[src/rtl/particle_pkg.sv]
// particle_pkg: shared buffer geometry, latency constants and sweep state encoding.
package particle_pkg;
  localparam int RAM_WIDTH = 18;
  localparam int RAM_DEPTH = 1024;
  localparam int ADDR_W = $clog2(RAM_DEPTH);
  localparam int READ_LATENCY = 2;
  localparam int FIFO_DEPTH = 4;
  typedef enum logic [1:0] {S_IDLE, S_SWEEP, S_DRAIN, S_DONE} sweep_state_e;
endpackage

[src/rtl/particle_skid_fifo.sv]
// particle_skid_fifo: synchronous FIFO with occupancy count and same-cycle push/pop.
module particle_skid_fifo #(
  parameter int WIDTH = 8,
  parameter int DEPTH = 4,
  localparam int PW = (DEPTH > 1) ? $clog2(DEPTH) : 1,
  localparam int CW = $clog2(DEPTH + 1)
) (
  input  logic             clk,
  input  logic             rst,
  input  logic             flush,
  input  logic             push,
  input  logic [WIDTH-1:0] din,
  input  logic             pop,
  output logic [WIDTH-1:0] dout,
  output logic [CW-1:0]    count
);
  logic [WIDTH-1:0] mem_q [DEPTH];
  logic [WIDTH-1:0] mem_d [DEPTH];
  logic [PW-1:0] wp_q, wp_d, rp_q, rp_d;
  logic [CW-1:0] cnt_q, cnt_d;
  logic do_push, do_pop;

  function automatic logic [PW-1:0] inc(input logic [PW-1:0] p);
    return (p == PW'(DEPTH - 1)) ? '0 : p + 1'b1;
  endfunction

  always_comb begin
    do_pop = pop && cnt_q != '0;
    do_push = push && (cnt_q != CW'(DEPTH) || do_pop);
    mem_d = mem_q;
    if (do_push) mem_d[wp_q] = din;
    wp_d = flush ? '0 : do_push ? inc(wp_q) : wp_q;
    rp_d = flush ? '0 : do_pop ? inc(rp_q) : rp_q;
    cnt_d = flush ? '0 : cnt_q + CW'(do_push) - CW'(do_pop);
  end

  always_ff @(posedge clk or posedge rst) begin
    if (rst) begin
      for (int i = 0; i < DEPTH; i++) mem_q[i] <= '0;
      wp_q <= '0;
      rp_q <= '0;
      cnt_q <= '0;
    end else begin
      mem_q <= mem_d;
      wp_q <= wp_d;
      rp_q <= rp_d;
      cnt_q <= cnt_d;
    end
  end

  assign dout = mem_q[rp_q];
  assign count = cnt_q;
endmodule

[src/rtl/particle_sweep_controller.sv]
// particle_sweep_controller: streams buffer entries 0..N-1 to the update engine and
// writes results back, hiding port A read latency behind a credit-limited FIFO.
module particle_sweep_controller #(
  parameter int RAM_WIDTH = particle_pkg::RAM_WIDTH,
  parameter int RAM_DEPTH = particle_pkg::RAM_DEPTH,
  parameter int ADDR_W = $clog2(RAM_DEPTH),
  parameter int READ_LATENCY = particle_pkg::READ_LATENCY,
  parameter int FIFO_DEPTH = particle_pkg::FIFO_DEPTH
) (
  input  logic                 clk_in,
  input  logic                 rst_in,
  input  logic                 start_in,
  input  logic [ADDR_W:0]      count_in,
  output logic                 busy_out,
  output logic                 done_out,
  output logic [ADDR_W-1:0]    addra_out,
  output logic                 ena_out,
  output logic                 regcea_out,
  input  logic [RAM_WIDTH-1:0] douta_in,
  output logic [RAM_WIDTH-1:0] part_data_out,
  output logic [ADDR_W-1:0]    part_addr_out,
  output logic                 part_valid_out,
  input  logic                 part_ready_in,
  input  logic [RAM_WIDTH-1:0] res_data_in,
  input  logic [ADDR_W-1:0]    res_addr_in,
  input  logic                 res_valid_in,
  output logic                 res_ready_out,
  output logic [ADDR_W-1:0]    addrb_out,
  output logic [RAM_WIDTH-1:0] dinb_out,
  output logic                 enb_out,
  output logic                 web_out
);
  import particle_pkg::*;

  localparam int CW = $clog2(FIFO_DEPTH + 1);
  localparam int FW = RAM_WIDTH + ADDR_W;

  sweep_state_e state_q, state_d;
  logic [ADDR_W:0] n_q, n_d, rd_ptr_q, rd_ptr_d, wr_cnt_q, wr_cnt_d, n_clamp;
  logic [READ_LATENCY-1:0] vld_q, vld_d;
  logic [ADDR_W-1:0] lat_addr_q [READ_LATENCY];
  logic [ADDR_W-1:0] lat_addr_d [READ_LATENCY];
  logic regcea_q;
  logic [CW-1:0] fifo_cnt;
  logic [FW-1:0] fifo_dout;
  logic accept, issue, wr, pop, active;

  always_comb begin
    n_clamp = (count_in > (ADDR_W+1)'(RAM_DEPTH)) ? (ADDR_W+1)'(RAM_DEPTH) : count_in;
    accept = state_q == S_IDLE && start_in;
    active = state_q == S_SWEEP || state_q == S_DRAIN;
    // Credit covers both reads still in the BRAM pipe and entries already queued.
    issue = state_q == S_SWEEP && rd_ptr_q < n_q &&
            ($countones(vld_q) + int'(fifo_cnt) < FIFO_DEPTH);
    wr = active && res_valid_in;
    pop = part_valid_out && part_ready_in;
    n_d = accept ? n_clamp : n_q;
    rd_ptr_d = accept ? '0 : rd_ptr_q + (ADDR_W+1)'(issue);
    wr_cnt_d = accept ? '0 : wr_cnt_q + (ADDR_W+1)'(wr);
    vld_d = (vld_q << 1) | READ_LATENCY'(issue);
    lat_addr_d[0] = rd_ptr_q[ADDR_W-1:0];
    for (int i = 1; i < READ_LATENCY; i++) lat_addr_d[i] = lat_addr_q[i-1];
    state_d = state_q;
    unique case (state_q)
      S_IDLE:  state_d = accept ? (n_clamp == '0 ? S_DONE : S_SWEEP) : S_IDLE;
      S_SWEEP: state_d = rd_ptr_d == n_q ? (wr_cnt_d == n_q ? S_DONE : S_DRAIN) : S_SWEEP;
      S_DRAIN: state_d = wr_cnt_d == n_q ? S_DONE : S_DRAIN;
      S_DONE:  state_d = S_IDLE;
      default: state_d = S_IDLE;
    endcase
  end

  always_ff @(posedge clk_in or posedge rst_in) begin
    if (rst_in) begin
      state_q <= S_IDLE;
      n_q <= '0;
      rd_ptr_q <= '0;
      wr_cnt_q <= '0;
      vld_q <= '0;
      regcea_q <= 1'b0;
      for (int i = 0; i < READ_LATENCY; i++) lat_addr_q[i] <= '0;
    end else begin
      state_q <= state_d;
      n_q <= n_d;
      rd_ptr_q <= rd_ptr_d;
      wr_cnt_q <= wr_cnt_d;
      vld_q <= vld_d;
      regcea_q <= issue;
      lat_addr_q <= lat_addr_d;
    end
  end

  particle_skid_fifo #(.WIDTH(FW), .DEPTH(FIFO_DEPTH)) u_fifo (
    .clk(clk_in),
    .rst(rst_in),
    .flush(accept),
    .push(vld_q[READ_LATENCY-1]),
    .din({douta_in, lat_addr_q[READ_LATENCY-1]}),
    .pop(pop),
    .dout(fifo_dout),
    .count(fifo_cnt)
  );

  assign busy_out = state_q != S_IDLE;
  assign done_out = state_q == S_DONE;
  assign ena_out = issue;
  assign addra_out = issue ? rd_ptr_q[ADDR_W-1:0] : '0;
  assign regcea_out = regcea_q;
  assign part_valid_out = fifo_cnt != '0;
  assign part_data_out = part_valid_out ? fifo_dout[FW-1:ADDR_W] : '0;
  assign part_addr_out = part_valid_out ? fifo_dout[ADDR_W-1:0] : '0;
  assign res_ready_out = active;
  assign enb_out = wr;
  assign web_out = wr;
  assign addrb_out = wr ? res_addr_in : '0;
  assign dinb_out = wr ? res_data_in : '0;
endmodule
[config.mk]
export PLATFORM = sky130hd
export DESIGN_NAME = particle_sweep_controller
export DESIGN_NICKNAME = d
export VERILOG_FILES = /design/src/rtl/particle_pkg.sv /design/src/rtl/particle_skid_fifo.sv /design/src/rtl/particle_sweep_controller.sv
export SDC_FILE = /design/constraint.sdc
export NUM_CORES = 1
export LEC_CHECK = 0
export ABC_CLOCK_PERIOD_IN_PS = 17300
export CELL_PAD_IN_SITES_DETAIL_PLACEMENT = 2
export CELL_PAD_IN_SITES_GLOBAL_PLACEMENT = 2
export CORE_ASPECT_RATIO = 2
export CORE_MARGIN = 2
export CORE_UTILIZATION = 41
export CTS_BUF_LIST = sky130_fd_sc_hd__clkbuf_4
export CTS_CLUSTER_DIAMETER = 200
export CTS_CLUSTER_SIZE = 14
export DETAILED_ROUTE_END_ITERATION = 6
export PLACE_DENSITY = 0.84
export SYNTH_ARGS = -nofsm -noshare
export SYNTH_HDL_FRONTEND = slang
export SYNTH_SLANG_ARGS = --single-unit
[constraint.sdc]
create_clock -name clk_in -period 17.3 [get_ports clk_in]
set_clock_uncertainty 0.2 [all_clocks]
set_input_delay 4.325 -clock clk_in [delete_from_list [all_inputs] [get_ports clk_in]]
set_output_delay 4.325 -clock clk_in [all_outputs]
set_load 0.01 [all_outputs]
# --- Yosys cells after proc, flatten, opt, wreduce, memory -nomap -nowiden ---
# Cells that the tools add are included.
op_classes:
  n_addsub: 8
  n_lt_le_gt_ge: 6
  eq_ne: 8
  mux: 26
  n_bitwise: 3
  reduce_logical: 16
op_table:
  columns: ["operator", "n"]
  rows:
  - ["$bwmux 112", 1]
  - ["$mux 28", 3]
  - ["$bmux 28 s2", 1]
  - ["$demux 28 s2", 1]
  - ["$mux 18", 2]
  - ["$mux 11", 3]
  - ["$mux 10", 3]
  - ["$add 11x1->11", 2]
  - ["$eq 11x11->1", 2]
  - ["$mux 2", 9]
  - ["$gt 11x11->1 const B", 1]
  - ["$logic_not 11->1", 1]
  - ["$lt 11x11->1", 1]
  - ["$eq 2x2->1 const B", 4]
  - ["$logic_and 1x1->1", 8]
  - ["$pmux 2 s4", 1]
  - ["$ge 3x3->1 const B", 2]
  - ["$not 2->3", 2]
  - ["$reduce_bool 2->1", 3]
  - ["$add 2x1->2 const B", 2]
  - ["$add 2x3->4", 1]
  - ["$lt 4x3->1 const B", 1]
  - ["$add 3x1->3", 1]
  - ["$lt 3x1->1 const B", 1]
  - ["other kinds (10)", 11]
totals:
  regBits: 177
  inputBits: 62
  out_inout_bits: 74
  wordCells: 82

# --- Longest topological paths before layout ---
# Gate-level depths: netlist (run 1).
logic_depth:
  depth_word: 9
  depth_mapped: 16

# --- Cells and area by module ---
# Synthesis (run 1) repeated with hierarchy kept, for this count alone.
hier_totals:
  cells_unflattened: 672
  hier_area_um2: 8665.8
modules_own_cells:
  columns: ["mod", "n_inst", "cells_per_inst", "area_each_um2", "seq_area_each_um2"]
  rows:
  - ["particle_skid_fifo", 1, 314, 5283.8, 2977.9]
  - ["particle_sweep_controller", 1, 358, 3382.0, 1426.4]

# --- Worst setup path before layout (run 1) ---
# OpenSTA, ideal clock, no wires.
synth_timing:
  kind: "input to output"
  from: "in res_valid_in"
  to: "out web_out"
  arrival_time_ns: 5.097
  required_ns: 12.775
  path_slack_ns: 7.678
  path_stages: 4
  n_path_buf: 3
  cell_sequence: "clkbuf_1 > clkbuf_1 > and2_1 > buf_4"
synth_between:
  elab_chain_cells: 1
synth_lines:
  columns: ["element", "line", "source"]
  rows:
  - ["from (decl)", "particle_sweep_controller.sv:26", "input logic res_valid_in,"]
  - ["$logic_and 1x1->1", "particle_sweep_controller.sv:55", "wr = active && res_valid_in;"]
  - ["to (decl)", "particle_sweep_controller.sv:31", "output logic web_out"]
# No other way between the ends.

# --- Final worst setup path (run 1) ---
layout_timing:
  from: "in res_valid_in"
  to: "out enb_out"
layout_between:
  elab_chain_cells: 1
layout_lines:
  columns: ["element", "line", "source"]
  rows:
  - ["$logic_and 1x1->1", "particle_sweep_controller.sv:55", null]
  - ["to (decl)", "particle_sweep_controller.sv:30", "output logic enb_out,"]
# No other way between the ends.

==> results of run 1 <==
-- state kept, by name, indices dropped and copies added (netlist names) --
signal,cells
u_fifo.rp_q,2
lat_addr_q,10
u_fifo.mem_q,112
u_fifo.count,3
u_fifo.wp_q,2
wr_cnt_q,11
rd_ptr_q,11
state_q,2
vld_q,2
n_q,11
lat_addr_d,10
-- per-stage QoR --
step	setup slack, ns	cells	cell area [um^2]
after floorplan	7.678	657	8517
after global placement	6.773	1035	10130
after detailed placement	6.633	1035	10130
after CTS	6.610	1067	10470
after global routing	6.527	1068	10480
final	6.643	1068	10480
-- layout make-up --
class	count	area, um^2
fillers	1972	9893
diodes	1	2.502
clock inverters	15	215.2
inverters	25	98.84
repair buffers	144	1419
multi-input cells	424	3875
clock buffers	17	127.6
well taps	266	332.8
flip-flops and latches	176	4405
-- power by group through the flow --
stage | clock (W) | sequential (W) | combinational (W)
final | 0.000272 | 0.000602 | 0.000590
after CTS | 0.000281 | 0.000603 | 0.000603
after global routing | 0.000294 | 0.000615 | 0.000643
after floorplan | 0 | 0.000552 | 0.000384
after detailed placement | 0 | 0.000609 | 0.000595
after global placement | 0 | 0.000590 | 0.000554
-- metal layers --
layer	vias to the layer above	wire length [um]	share of wire (%)
met3	47	841	3.3
met2	177	15050	60
met5	-	0	0
li1	2610	-	-
met1	3122	8312	33
met4	0	928	3.7
-- critical path: cells and delay by family --
family / cells / cell delay, ns
buf+inv: 2 / 1.52
simple gates: 1 / 0.29
-- logic make-up after synthesis --
group / share of synthesized area [%]
buffers and inverters: 2.791
flip-flops: 51.71
AO/OA/AOI/OAI: 4.217
XOR/XNOR: 2.057
AND/OR/NAND/NOR: 11.78
adder cells (fa/ha/maj): 4.349
multiplexers: 23.09
-- layout by cell type, fill, tap and decap left out, types with 4 or more instances in the layout --
| cell type | synthesis | routed |
|---|---|---|
| nor2_1 | 23 | 23 |
| mux4_2 | 28 | 28 |
| ha_1 | 28 | 28 |
| dfrtp_1 | 176 | 175 |
| xnor2_1 | 12 | 12 |
| clkinv_2 | 0 | 4 |
| bufinv_16 | 0 | 5 |
| and2_1 | 44 | 44 |
| nand3b_1 | 6 | 6 |
| nand4_1 | 4 | 4 |
| o21ai_0 | 20 | 20 |
| mux2i_1 | 5 | 5 |
| a211oi_1 | 4 | 4 |
| nor3_1 | 7 | 7 |
| mux2_2 | 113 | 113 |
| clkbuf_4 | 0 | 17 |
| a21oi_1 | 9 | 9 |
| nand2_1 | 21 | 21 |
| nand3_1 | 9 | 9 |
| xor2_1 | 8 | 8 |
| clkdlybuf4s50_1 | 0 | 135 |
| or3_1 | 6 | 6 |
| inv_1 | 25 | 24 |
| and3_1 | 30 | 30 |
| buf_4 | 1 | 9 |
-- worst paths after layout --
path	slack, ns	from	cells after the start	to
max reg2reg	12.53	n_q[1]	17	state_q[0]
min reg2reg	0.17	lat_addr_d[8]	0	lat_addr_q[8]
max	6.64	res_valid_in	3	enb_out
max in group asynchronous	11.21	rst_in	3	u_fifo.rp_q[0]
min	0.17	lat_addr_d[8]	0	lat_addr_q[8]
min in group asynchronous	4.07	rst_in	2	u_fifo.mem_q[40]
==> flow_metrics.py, run 1 <==
metrics = {
    "outcome": {
        "status": "finished clean",
    },
    "power": {
        "internal_power_w": 0.0009550,
        "pwr-share-comb_pct": 40.3,
        "swShare_pct": 34.76,
        "total_power_w": 0.001464,
        "seq_power_share_pct": 41.1,
        "power.density_mw_per_mm2": 139.7,
        "p_leak_nw": 4.857,
        "ir_worst_vdd_mv": 0.06396,
        "clkPwrFrac_pct": 18.6,
        "switching_power_w": 0.0005089,
    },
    "place": {
        "port_buffers": 135,
        "dpl.hpwl_um": 17910,
        "place_congestion": 0.7817,
    },
    "clocking": {
        "insertion_delay_ns": 0.60,
        "htreeDepth": 4,
        "numCtsBuffers": 17,
        "clockBufferDepth": 2,
        "cts_sinks": 176,
        "cts-root-buf": "clkbuf_4",
        "cts_resized": 0,
        "postCtsSetupBuffers": 0,
        "path_clk_slew_ns": 0.14,
        "cts_tree": "done",
        "ctsHoldBuffers": 0,
    },
    "global_routing": {
        "grt_util_met2_pct": 48.90,
        "top_usage_layer": "met2",
        "grt_start_max_net_pins": 100,
        "grt_pass1_vias": 7282,
        "grt_pass1_wl_um": 40230,
        "gr-total-overflow": 0,
        "grt_usage_pct": 24.13,
        "use_met3_pct": 4.741,
        "antenna_found_initial": 1,
        "grt_use_met1_pct": 22.39,
    },
    "die": {
        "start_util_pct": 41.81,
        "die_y_um": 207.8,
        "rows": 74,
        "ios": 136,
        "dieArea_mm2": 0.02201,
        "die_w_um": 105.9,
        "core_area_mm2": 0.02037,
    },
    "setup_path": {
        "worst_path_max_delay_cell": "clkdlybuf4s50_1",
        "crit_type": "primary input to output port",
        "crit_required_ns": 12.77,
        "critPathCaptureType": "output port",
        "cp_common_cell": "clkdlybuf4s50_1",
        "cp_max_fo": 29,
        "cp_cell_sequence": "clkdlybuf4s50_1, and2_1, clkdlybuf4s50_1",
        "critPathLaunchType": "primary input",
        "critPathMaxStageDelay_ns": 0.95,
        "worstPathArrival_ns": 6.13,
    },
    "route": {
        "drt_first_pass_iters": 4,
        "drt-total-wl_um": 25130,
        "detail-route-antenna-nets": 0,
        "vias_per_cell": 5.577,
        "drt_iter0_drc": 183,
        "drc": 0,
        "vias": 5956,
        "wire_per_inst_um": 23.53,
    },
    "synthesis": {
        "netlist_top_cells_count": "dfrtp_1 (176), mux2_2 (113), and2_1 (44)",
        "synth_flop_cell": "dfrtp_1",
        "yosysTopAreaCell": "dfrtp_1",
        "netlist_area_mm2": 0.008517,
        "avgSynthCellArea_um2": 12.96,
        "synth.area.top_cells": "dfrtp_1 (52%), mux2_2 (15%), mux4_2 (7.4%)",
        "synth-seq-cells": 176,
        "ys_types": 59,
        "syn_nets": 748,
        "async_flop_share_pct": 100.0,
        "syn_inst": 657,
        "yosysTopAreaCellShare_pct": 51.71,
        "ys_seq_area_share_pct": 51.71,
        "yosysWarningCount": 0,
        "synth_edf_count": 0,
        "yosysMostFrequentCell": "dfrtp_1",
    },
    "timing": {
        "period_needed_ns": 10.66,
        "maxSlewViolCount": 0,
        "hold_viol_final": 0,
        "finalSetupViolations": 0,
        "fmax_ghz": 0.09384,
        "rsz0062_at_grt": "false",
        "setup_tns_ns": 0,
        "holdWs_ns": 0.1658,
        "tightest_slew_ns": 1.097,
        "max_slew_margin_pct": 26.88,
        "fin_crit_sh_pct": 61.60,
    },
    "cells_and_area": {
        "drive_gt1_share_pct": 23.85,
        "syn_to_final_growth_pct": 23.01,
        "final_util_pct": 51.43,
        "final_nets": 879,
    },
    "hold_path": {
        "hold_class": "register to register",
    },
    "run": {
        "drv_cap": 0,
    },
}
(Power assumes the default switching activity.)
==> inputs of run 2 (changes only) <==
ABC_CLOCK_PERIOD_IN_PS = 10800   (was 17300)
CORE_UTILIZATION = 38   (was 41)
PLACE_DENSITY = 0.79   (was 0.84)
clock period = 10.8 ns   (was 17.3 ns; I/O delays follow)
==> run 2 against run 1 <==
Count of clock-buffer cells in the layout increased by 2; sequential power up 59%; cell area shrank 0.74%; via count fell by 2.2%; global-route usage fell by 2.5 points; non-clock buffer count decreased by 6; critical path type unchanged.
==> flow_metrics.py, run 2 (synthesis gave the netlist of run 1 again) <==
metrics = {
    "timing": {
        "tightest_slew_ns": 1.205,
        "fmax_ghz": 0.1354,
        "rsz0062_at_grt": "false",
        "holdWs_ns": 0.1630,
        "period_needed_ns": 7.383,
        "finalSetupViolations": 0,
        "fin_crit_sh_pct": 68.36,
        "setup_tns_ns": 0,
        "hold_viol_final": 0,
        "maxSlewViolCount": 0,
        "max_slew_margin_pct": 19.42,
    },
    "die": {
        "core_area_mm2": 0.02206,
        "start_util_pct": 38.60,
        "ios": 136,
        "rows": 77,
        "dieArea_mm2": 0.02370,
        "die_w_um": 109.9,
        "die_y_um": 215.7,
    },
    "global_routing": {
        "grt_pass1_vias": 6892,
        "gr-total-overflow": 0,
        "grt_pass1_wl_um": 38360,
        "grt_usage_pct": 21.65,
        "grt_start_max_net_pins": 93,
        "antenna_found_initial": 1,
    },
    "clocking": {
        "insertion_delay_ns": 0.59,
        "clockBufferDepth": 2,
        "ctsHoldBuffers": 0,
        "cts_resized": 0,
        "cts-root-buf": "clkbuf_4",
        "path_clk_slew_ns": 0.12,
        "postCtsSetupBuffers": 0,
        "numCtsBuffers": 17,
        "htreeDepth": 4,
        "cts_tree": "done",
        "cts_sinks": 176,
    },
    "power": {
        "ir_worst_vdd_mv": 0.1320,
        "clkPwrFrac_pct": 17.2,
        "p_leak_nw": 4.803,
        "internal_power_w": 0.001481,
        "pwr-share-comb_pct": 40.8,
        "seq_power_share_pct": 42.0,
        "swShare_pct": 34.81,
        "power.density_mw_per_mm2": 218.5,
        "switching_power_w": 0.0007910,
    },
    "setup_path": {
        "critPathCaptureType": "output port",
        "crit_type": "primary input to output port",
        "critPathLaunchType": "primary input",
        "worstPathArrival_ns": 4.48,
        "crit_required_ns": 7.90,
        "rrSetupSlack_ns": 5.77,
        "cp_max_fo": 29,
    },
    "cells_and_area": {
        "largest_reg_flops": 112,
        "final_nets": 873,
        "syn_to_final_growth_pct": 22.09,
        "regMostFlops": "u_fifo.mem_q",
        "final_common_cell": "dfrtp_1",
        "final_cell_mix": "dfrtp_1 (174), clkdlybuf4s50_1 (135), mux2_2 (113)",
        "drive_gt1_share_pct": 23.55,
    },
    "run": {
        "drv_cap": 0,
    },
    "place": {
        "port_buffers": 135,
        "place_congestion": 0.7740,
        "dpl.hpwl_um": 17250,
    },
    "route": {
        "drt_first_pass_iters": 5,
        "vias": 5822,
        "drt_iter0_drc": 175,
        "vias_per_cell": 5.436,
        "drc": 0,
        "drt-total-wl_um": 23960,
        "wire_per_inst_um": 22.37,
        "detail-route-antenna-nets": 0,
    },
    "hold_path": {
        "hold_class": "register to register",
    },
    "outcome": {
        "status": "finished clean",
    },
}
## run 2: cell count changes in the layout (fill, tap and decap cells not counted), moves of 2 or more
| cell | before | now |
|---|---|---|
| inv_6 | 3 | 1 |
| clkinv_1 | 1 | 3 |
| clkinv_2 | 4 | 2 |
| clkbuf_4 | 17 | 19 |
| bufinv_16 | 5 | 3 |
| nand2_1 | 21 | 17 |
| nand2_2 | 1 | 5 |
| buf_4 | 9 | 3 |
## run 2: power groups by stage
| stage | Clock [W] | Combinational (W) | Sequential, W |
|---|---|---|---|
| finish | 0.000390 | 0.000928 | 0.000955 |
| CTS | 0.000404 | 0.000950 | 0.000958 |
| detailed placement | 0 | 0.000942 | 0.000973 |
| global placement | 0 | 0.000892 | 0.000944 |
| global route | 0.000431 | 0.00101 | 0.000980 |
| floorplan | 0 | 0.000615 | 0.000885 |
## run 2: critical path: stages
cell	delay (ns)
clkdlybuf4s50_1	0.94
and2_1	0.29
clkdlybuf4s50_1	0.56
## run 2: final cells by class
class	count	area [um^2]
Fill cell	2193	11660
Multi-Input combinational cell	424	3885
Timing Repair Buffer	138	1374
Sequential cell	176	4407
Clock inverter	12	143.9
Inverter	25	98.84
Antenna cell	1	2.502
Tap cell	276	345.3
Clock buffer	19	142.6
## run 2: final timing paths
path                       depth (start not counted)     startpoint                to
max                                                3   res_valid_in           web_out
min                                                0  lat_addr_d[4]     lat_addr_q[4]
max reg2reg                                       16         n_q[1]        state_q[0]
min reg2reg                                        0  lat_addr_d[4]     lat_addr_q[4]
max in group asynchronous                          3         rst_in     lat_addr_q[4]
min in group asynchronous                          2         rst_in  u_fifo.mem_q[79]
## run 2: through the flow
step | instances | cell area, um^2 | util (%) | power, W | worst slack, ns
4_1_cts | 1070 | 10400 | 47.12 | 0.002312 | 3.371
5_1_grt | 1071 | 10400 | 47.13 | 0.002426 | 3.278
2_1_floorplan | 657 | 8517 | - | 0.001500 | 3.126
6_report | 1071 | 10400 | 47.13 | 0.002272 | 3.417
3_5_place_dp | 1039 | 10110 | 45.82 | 0.001915 | 3.380
3_3_place_gp | 1039 | 10110 | 45.82 | 0.001837 | 3.528
## run 2: metal layers
layer / track usage, % / wire (um)
met4: 7.004 / 625
met1: 21.57 / 8190
met5: 0 / 0
met2: 42.60 / 14300
met3: 4.259 / 843
